--- src/rtl/keypad_scan.sv ---
// 4x4 matrix keypad scanner: walks the columns, snapshots a full frame of row
// samples, and debounces one key at a time into a code/valid/held interface.
module keypad_scan #(
  parameter int SCAN_DIV   = 50000,
  parameter int DEBOUNCE_N = 4
) (
  input  logic       clk_i,
  input  logic       rst_i,
  input  logic [3:0] kb_row_i,
  output logic [3:0] kb_col_o,
  output logic [3:0] key_code_o,
  output logic       key_valid_o,
  output logic       key_held_o,
  output logic       key_multi_o
);

  localparam int DW = $clog2(SCAN_DIV);
  localparam int CW = $clog2(DEBOUNCE_N + 1);

  typedef enum logic [1:0] {
    IDLE,
    PRESS_CHK,
    HELD,
    RELEASE_CHK
  } state_t;

  logic [3:0]    row_meta;
  logic [3:0]    row_sync;
  logic [DW-1:0] dwell_cnt;
  logic [1:0]    col_idx;
  logic [15:0]   snapshot;
  logic          frame_end;
  logic          dwell_end;

  state_t        state, state_next;
  logic [CW-1:0] deb_cnt, deb_next, deb_inc;
  logic [3:0]    cand, cand_next;
  logic [3:0]    code_next;
  logic          valid_next;
  logic          multi_next;
  logic [4:0]    nkeys;
  logic [3:0]    single_code;
  logic          single;
  logic          cand_down;

  assign dwell_end = (dwell_cnt == DW'(SCAN_DIV - 1));
  assign kb_col_o  = ~(4'b0001 << col_idx);

  // Rows are sampled at the end of each dwell, long after the column switched,
  // so the two-flop synchronizer lag still leaves settle time.
  always_ff @(posedge clk_i) begin
    if (rst_i) begin
      row_meta  <= 4'hF;
      row_sync  <= 4'hF;
      dwell_cnt <= '0;
      col_idx   <= 2'd0;
      snapshot  <= 16'h0000;
      frame_end <= 1'b0;
    end else begin
      row_meta  <= kb_row_i;
      row_sync  <= row_meta;
      frame_end <= 1'b0;
      if (dwell_end) begin
        dwell_cnt <= '0;
        col_idx   <= col_idx + 2'd1;
        for (int r = 0; r < 4; r++) begin
          snapshot[4*r + int'(col_idx)] <= ~row_sync[r];
        end
        frame_end <= (col_idx == 2'd3);
      end else begin
        dwell_cnt <= dwell_cnt + 1'b1;
      end
    end
  end

  always_comb begin
    nkeys       = 5'd0;
    single_code = 4'd0;
    for (int i = 0; i < 16; i++) begin
      if (snapshot[i]) begin
        nkeys       = nkeys + 1'b1;
        single_code = 4'(i);
      end
    end
  end

  assign single    = (nkeys == 5'd1);
  assign cand_down = snapshot[cand];
  assign deb_inc   = deb_cnt + 1'b1;

  always_ff @(posedge clk_i) begin
    if (rst_i) begin
      state       <= IDLE;
      deb_cnt     <= '0;
      cand        <= 4'd0;
      key_code_o  <= 4'd0;
      key_valid_o <= 1'b0;
      key_multi_o <= 1'b0;
    end else begin
      state       <= state_next;
      deb_cnt     <= deb_next;
      cand        <= cand_next;
      key_code_o  <= code_next;
      key_valid_o <= valid_next;
      key_multi_o <= multi_next;
    end
  end

  // The debounce FSM only moves on the cycle after a frame completes.
  always_comb begin
    state_next = state;
    deb_next   = deb_cnt;
    cand_next  = cand;
    code_next  = key_code_o;
    valid_next = 1'b0;
    multi_next = key_multi_o;
    if (frame_end) begin
      multi_next = (nkeys >= 5'd2);
      case (state)
        IDLE: begin
          if (single) begin
            state_next = PRESS_CHK;
            cand_next  = single_code;
            deb_next   = CW'(1);
          end
        end
        PRESS_CHK: begin
          if (single && (single_code == cand)) begin
            deb_next = deb_inc;
            if (deb_inc == CW'(DEBOUNCE_N)) begin
              state_next = HELD;
              code_next  = cand;
              valid_next = 1'b1;
            end
          end else begin
            state_next = IDLE;
            deb_next   = '0;
          end
        end
        HELD: begin
          if (!cand_down) begin
            state_next = RELEASE_CHK;
            deb_next   = CW'(1);
          end
        end
        RELEASE_CHK: begin
          if (!cand_down) begin
            deb_next = deb_inc;
            if (deb_inc == CW'(DEBOUNCE_N)) begin
              state_next = IDLE;
              deb_next   = '0;
            end
          end else begin
            state_next = HELD;
            deb_next   = '0;
          end
        end
        default: begin
          state_next = IDLE;
          deb_next   = '0;
        end
      endcase
    end
  end

  assign key_held_o = (state == HELD) || (state == RELEASE_CHK);

endmodule

--- config.mk ---
export PLATFORM = sky130hd
export DESIGN_NAME = keypad_scan
export DESIGN_NICKNAME = d
export VERILOG_FILES = /design/src/rtl/keypad_scan.sv
export SDC_FILE = /design/constraint.sdc
export NUM_CORES = 1
export LEC_CHECK = 0
export BUFFER_PORTS_ARGS = -buffer_cell sky130_fd_sc_hd__buf_4
export CAP_MARGIN = 5
export CORE_ASPECT_RATIO = 0.8
export CORE_MARGIN = 2
export CORE_UTILIZATION = 67
export DETAILED_ROUTE_END_ITERATION = 12
export PLACE_DENSITY_LB_ADDON = 0.25
export SETUP_SLACK_MARGIN = 0.15
export SKIP_LAST_GASP = 1
export SLEW_MARGIN = 20
export SYNTH_ARGS = -nofsm -noshare
export SYNTH_HDL_FRONTEND = slang
export SYNTH_SLANG_ARGS = --single-unit
export TNS_END_PERCENT = 5
--- constraint.sdc ---
create_clock -name clk_i -period 15.2 [get_ports clk_i]
set_input_delay 3.04 -clock clk_i [delete_from_list [all_inputs] [get_ports clk_i]]
set_output_delay 3.04 -clock clk_i [all_outputs]
set_load 0.005 [all_outputs]
==> impl_metrics.toml, run 1 <==
[run_status]
status = "completed"

[critical_path]
cpMaxStageDelayCell = "or4_1"
worstPathMaxFanout = 7
cpMostUsedCell = "ha_1"
crit_type = "flop to flop"
cp_data_arrival_time_ns = 10.57
reg2reg_depth = 46
endpoint_kind = "flop"
critical_path.startpoint_type = "flop"
cp-startpoint = "snapshot[1]"
cp.depth = 46
critPathTopFamily = "adder cells"
required_ns = 15.43
r2r-start = "snapshot[1]"
cpPeakStageDelay_ns = 0.65
cp_num_buf_inv = 2

[routing]
first_pass_iters = 6
vias_per_cell = 5.971
drc = 0
drtAntennaViolNets = 0
drt-initial-drc-count = 181
routed_wl_um = 8764
via_count = 3541
wl_per_cell_um = 14.78

[hold_path]
hold_depth = 1
holdCritStartpoint = "row_meta[3]"
min_path_type = "flop to flop"

[global_routing]
grt_start_max_net_pins = 47
track_usage_pct = 27.06
antenna_found_initial = 0
grt_first_pass_wirelength_um = 14760
grt_pass1_vias = 3182
grt_overflow = 0

[logic_synthesis]
async_flop_share_pct = 0
synthDistinctLibCells = 63
synth-edff-count = 0
syn-num-nets = 539
ys_seq_area_share_pct = 27.83
synth_warnings = 0
synth_area_per_cell_um2 = 8.179
ys.flop_type = "dfxtp_1"
synth-seq-cells = 58
syn_inst = 510
netlist_area_um2 = 4172

[cells_and_area]
fin_cells = 593
drive_gt1_share_pct = 12.89
final_common_cell = "nor2_1"
nNetsFinal = 536
layout_common_cells = "nor2_1, dfxtp_1, nand2_1, xnor2_1, a21oi_1"
final_util_pct = 74.89
diodes = 0
final_area_um2 = 4474
syn_to_final_growth_pct = 7.259

[floorplanning]
die_w_um = 92.22
io_pins = 17
initial_utilization_pct = 69.82
coreArea_um2 = 5974
die-height_um = 74.58
fp-row-count = 25
die-area_um2 = 6877

[clock_tree]
cts_max_path_buffers = 2
post_cts_resized = 0
cts_setup_buffers = 0
postCtsHoldBufs = 0
cts.sinks = 58
cts_tree = "yes"
cts_buffers = 9
cts_root_buffer = "clkbuf_8"
insertion_delay_ns = 0.34
cts.clk_slew.worst_paths_ns = 0.07
htree_levels = 3

[timing]
max_freq_mhz = 96.72
hold_slack_ns = 0.4073
worst_pin_slew_ns = 0.6197
setup_viol = 0
finClkSkew_ns = 0.008928
maxSlewHeadroom_pct = 58.30
layout_min_cycle_time_ns = 10.34
post-route-period-util_pct = 68.02
setup_tns_ns = 0
finalMaxSlewViolations = 0
grt_setup_unrepaired = "false"
final-hold-violation-count = 0
setup_ws_ns = 4.860

[pwr]
p_clk_share_pct = 47.4
power_uw = 304.4
cellInternalPower_uw = 240.2
switching_share_pct = 21.10
power.density_nw_per_um2 = 68.04
leakagePower_nw = 1.843
comb_power_share_pct = 1.8
p_seq_share_pct = 50.8
p_switching_uw = 64.22
ir_drop_mv = 0.09789

[placed_design]
gp_congestion = 0.8884
placed_cells = 577
pre_cts_ws_ns = 5.095
dpl-instance-area_um2 = 4269
port_buffers = 16
post-dp-hpwl_um = 6296

[job]
cap_violations = 0
metal layers:
metal	wire, um	up-vias	global-route usage, %
met1	4350	1676	38.25
li1	-	1747	-
met4	88	0	7.131
met5	0	-	0
met3	432	13	4.661
met2	3892	105	43.79
cell type report:
cell class                      count  area, um^2
Multi-Input combinational cell    400        2804
Fill cell                         461        1500
Sequential cell                    58        1161
Clock buffer                       12       155.1
Timing Repair Buffer               16       120.1
Tap cell                           81       101.3
Inverter                           22       82.58
Clock inverter                      4       50.05
cells by family (layout without fill, tap and decap cells):
logic type | count (synthesis) | count (layout) | synth area share [%]
multiplexers | 25 | 25 | 7.888
AND/OR/NAND/NOR | 209 | 209 | 23.49
flip-flops | 58 | 58 | 27.83
adder cells (fa/ha/maj) | 23 | 23 | 6.899
buffers and inverters | 52 | 54 | 4.949
XOR/XNOR | 64 | 64 | 16.71
AO/OA/AOI/OAI | 79 | 79 | 12.24
Yosys cell counts (4+ instances only):
library cell / n / area, um^2
o31ai_1: 4 / 30.03
and3_1: 6 / 37.54
xnor2_1: 30 / 262.8
nor2_1: 87 / 326.6
nand2_1: 44 / 165.2
mux4_2: 6 / 135.1
ha_1: 23 / 287.8
dfxtp_1: 58 / 1161
mux2i_1: 16 / 160.2
xnor3_1: 5 / 112.6
inv_1: 21 / 78.83
nor2b_1: 4 / 25.02
nor3_1: 5 / 25.02
nand3_1: 17 / 85.08
xor2_1: 22 / 192.7
nor4_1: 7 / 43.79
nand2b_1: 4 / 25.02
or2_2: 13 / 81.33
clkbuf_1: 24 / 90.09
a21oi_1: 29 / 145.1
xnor2_2: 4 / 65.06
o21ai_0: 17 / 85.08
flip-flops by register name, summed over array words and instances, names as in the netlist, 2 cells and up:
signal and flops:
deb_cnt 3, dwell_cnt 16, cand 4, row_meta 4, state 2, snapshot 16, key_code_o 4, row_sync 4
col_idx 2
power by group through the flow:
stage	Combinational (mW)	Clock (mW)	Sequential [mW]
global placement	0.00546	0	0.158
floorplan	0.00411	0	0.158
finish	0.00558	0.144	0.155
CTS	0.00560	0.146	0.155
global route	0.00629	0.152	0.155
detailed placement	0.00555	0	0.158
worst paths after layout:
check / endpoint / slack, ns
max: cand[0] / 4.86
min: row_sync[3] / 0.41
max reg2reg: cand[0] / 4.86
min reg2reg: row_sync[3] / 0.41
Note: power is estimated with default switching activity, not from simulation.
==> inputs of run 2 (changes only) <==
- CORE_UTILIZATION: 67 -> 57
- clock period: 15.2 -> 8.4 ns (I/O delays scaled with it)
==> impl_metrics.toml, run 2 (same netlist as run 1, synthesis figures left out) <==
[run_status]
status = "finished, violations left"
violations = "negative setup slack"

[critical_path]
worstPathMaxFanout = 4
r2r-start = "snapshot[0]"
regToRegEndpoint = "deb_cnt[2]"
cpMaxStageDelayCell = "dfxtp_2"
crit_type = "flop to flop"
cp_data_arrival_time_ns = 9.09
required_ns = 8.67
reg2reg_depth = 47
regToRegSetupSlack_ns = -0.41
cpMostUsedCell = "ha_1"
endpoint_kind = "flop"
cpPeakStageDelay_ns = 0.34
critical_path.startpoint_type = "flop"

[clock_tree]
insertion_delay_ns = 0.33
cts_tree = "yes"
cts.sinks = 58
cts_root_buffer = "clkbuf_8"
postCtsHoldBufs = 0
cts_buffers = 9
htree_levels = 3
cts.clk_slew.worst_paths_ns = 0.06
cts_max_path_buffers = 2

[placed_design]
gp_congestion = 0.8698
dpl-instance-area_um2 = 4702
port_buffers = 16
post-dp-hpwl_um = 6970

[floorplanning]
io_pins = 17
initial_utilization_pct = 59.65
coreArea_um2 = 6993
die-height_um = 80.52
fp-row-count = 27
die-area_um2 = 8023
die_w_um = 99.65

[timing]
setup_ws_ns = -0.4134
post-route-period-util_pct = 104.9
setup_tns_ns = -4.839
max_freq_mhz = 113.5
final-hold-violation-count = 0
maxSlewHeadroom_pct = 40.69
worst_pin_slew_ns = 0.8815
hold_slack_ns = 0.4066
layout_min_cycle_time_ns = 8.813
setup_viol = 15
finClkSkew_ns = 0.006379
grt_setup_unrepaired = "true"
finalMaxSlewViolations = 0

[hold_path]
hold_depth = 1
whs_endpoint = "row_sync[1]"
min_path_type = "flop to flop"
holdCritStartpoint = "row_meta[1]"

[routing]
routed_wl_um = 9273
first_pass_iters = 5
wl_per_cell_um = 14.42
wl_met1_um = 4575
wl_met2_um = 4170
highest_layer = "met4"
vias_per_cell = 5.650
drt-initial-drc-count = 171
route.met3.wl_um = 418
via_count = 3633
drtAntennaViolNets = 0
drc = 0

[global_routing]
grt_pass1_vias = 3464
grt_start_max_net_pins = 47
track_usage_pct = 24.63
grt_first_pass_wirelength_um = 15900
antenna_found_initial = 0
grt_overflow = 0

[pwr]
cellInternalPower_uw = 441.4
p_switching_uw = 109.5
leakagePower_nw = 2.116
p_clk_share_pct = 47.4
p_seq_share_pct = 50.8
ir_drop_mv = 0.1467
power.density_nw_per_um2 = 109.5
comb_power_share_pct = 1.8
switching_share_pct = 19.88

[cells_and_area]
final_area_um2 = 5032
nNetsFinal = 581
drive_gt1_share_pct = 24.28
final_common_cell = "nor2_1"
final_util_pct = 71.96
layout_common_cells = "nor2_1, buf_4, dfxtp_1, nand2_1, xnor2_1"
syn_to_final_growth_pct = 20.64
top_regs = "dwell_cnt (16), snapshot (16)"
diodes = 0

[job]
cap_violations = 0
-- run 2: cell count changes in the layout (fill, tap and decap cells not counted), moves of 3 or more --
| cell | previous run | this run |
|---|---|---|
| mux2_4 | 0 | 3 |
| nand2_1 | 44 | 41 |
| mux2_2 | 3 | 0 |
| buf_4 | 16 | 60 |
| o31ai_1 | 4 | 1 |
| ha_1 | 23 | 17 |
| ha_4 | 0 | 6 |
-- run 2: worst max-delay path by stage --
| stage | from | end | slack [ns] | cells after the start |
|---|---|---|---|---|
| finish | snapshot[0] | deb_cnt[2] | -0.41 | 47 |
| global placement | snapshot[1] | key_code_o[0] | -0.21 | 47 |
| global route | snapshot[0] | cand[2] | -0.84 | 49 |
| floorplan | snapshot[1] | cand[0] | -0.46 | 48 |
| detailed placement | snapshot[1] | deb_cnt[2] | -0.62 | 47 |
| CTS | snapshot[0] | deb_cnt[2] | -0.38 | 47 |
-- run 2: repair_timing --
action | CTS | global route
setup buffers | 8 | 0
pin swaps | 21 | 0
resized for setup | 12 | 0
setup endpoints to repair | 15 | 15
-- run 2: layer usage --
layer	up-vias	track usage [%]
li1	1830	-
met1	1692	34.32
met2	98	39.73
met3	13	3.829
met4	0	6.986
met5	-	0
-- run 2: area by class of cell --
class / count / area [um^2]
clock inverters: 2 / 35.03
clock buffers: 13 / 168.9
repair buffers: 61 / 461.7
flip-flops and latches: 58 / 1164
multi-input cells: 400 / 3012
fillers: 550 / 1961
inverters: 22 / 82.58
well taps: 87 / 108.9
-- run 2: power by group through the flow --
stage	registers (mW)	clock network, mW	logic [mW]
floorplan	0.285	0	0.00743
global placement	0.286	0	0.00987
detailed placement	0.286	0	0.0101
CTS	0.280	0.265	0.0102
global route	0.280	0.275	0.0114
finish	0.280	0.261	0.0101
-- run 2: stage by stage --
step	std cells	worst slack [ns]	power (mW)
2_1_floorplan	510	-0.4593	0.2929
3_3_place_gp	620	-0.2114	0.2956
3_5_place_dp	620	-0.6150	0.2960
4_1_cts	643	-0.3820	0.5550
5_1_grt	643	-0.8431	0.5668
6_report	643	-0.4134	0.5509
-- run 2: critical path, delay by kind of cell, from the launching register on --
family | cells | cell delay (ns)
buffers and inverters | 3 | 0.27
AND/OR/NAND/NOR | 12 | 1.49
flip-flops | 1 | 0.34
AO/OA/AOI/OAI | 12 | 1.49
multiplexers | 5 | 1.22
adder cells (fa/ha/maj) | 14 | 3.79
XOR/XNOR | 1 | 0.14
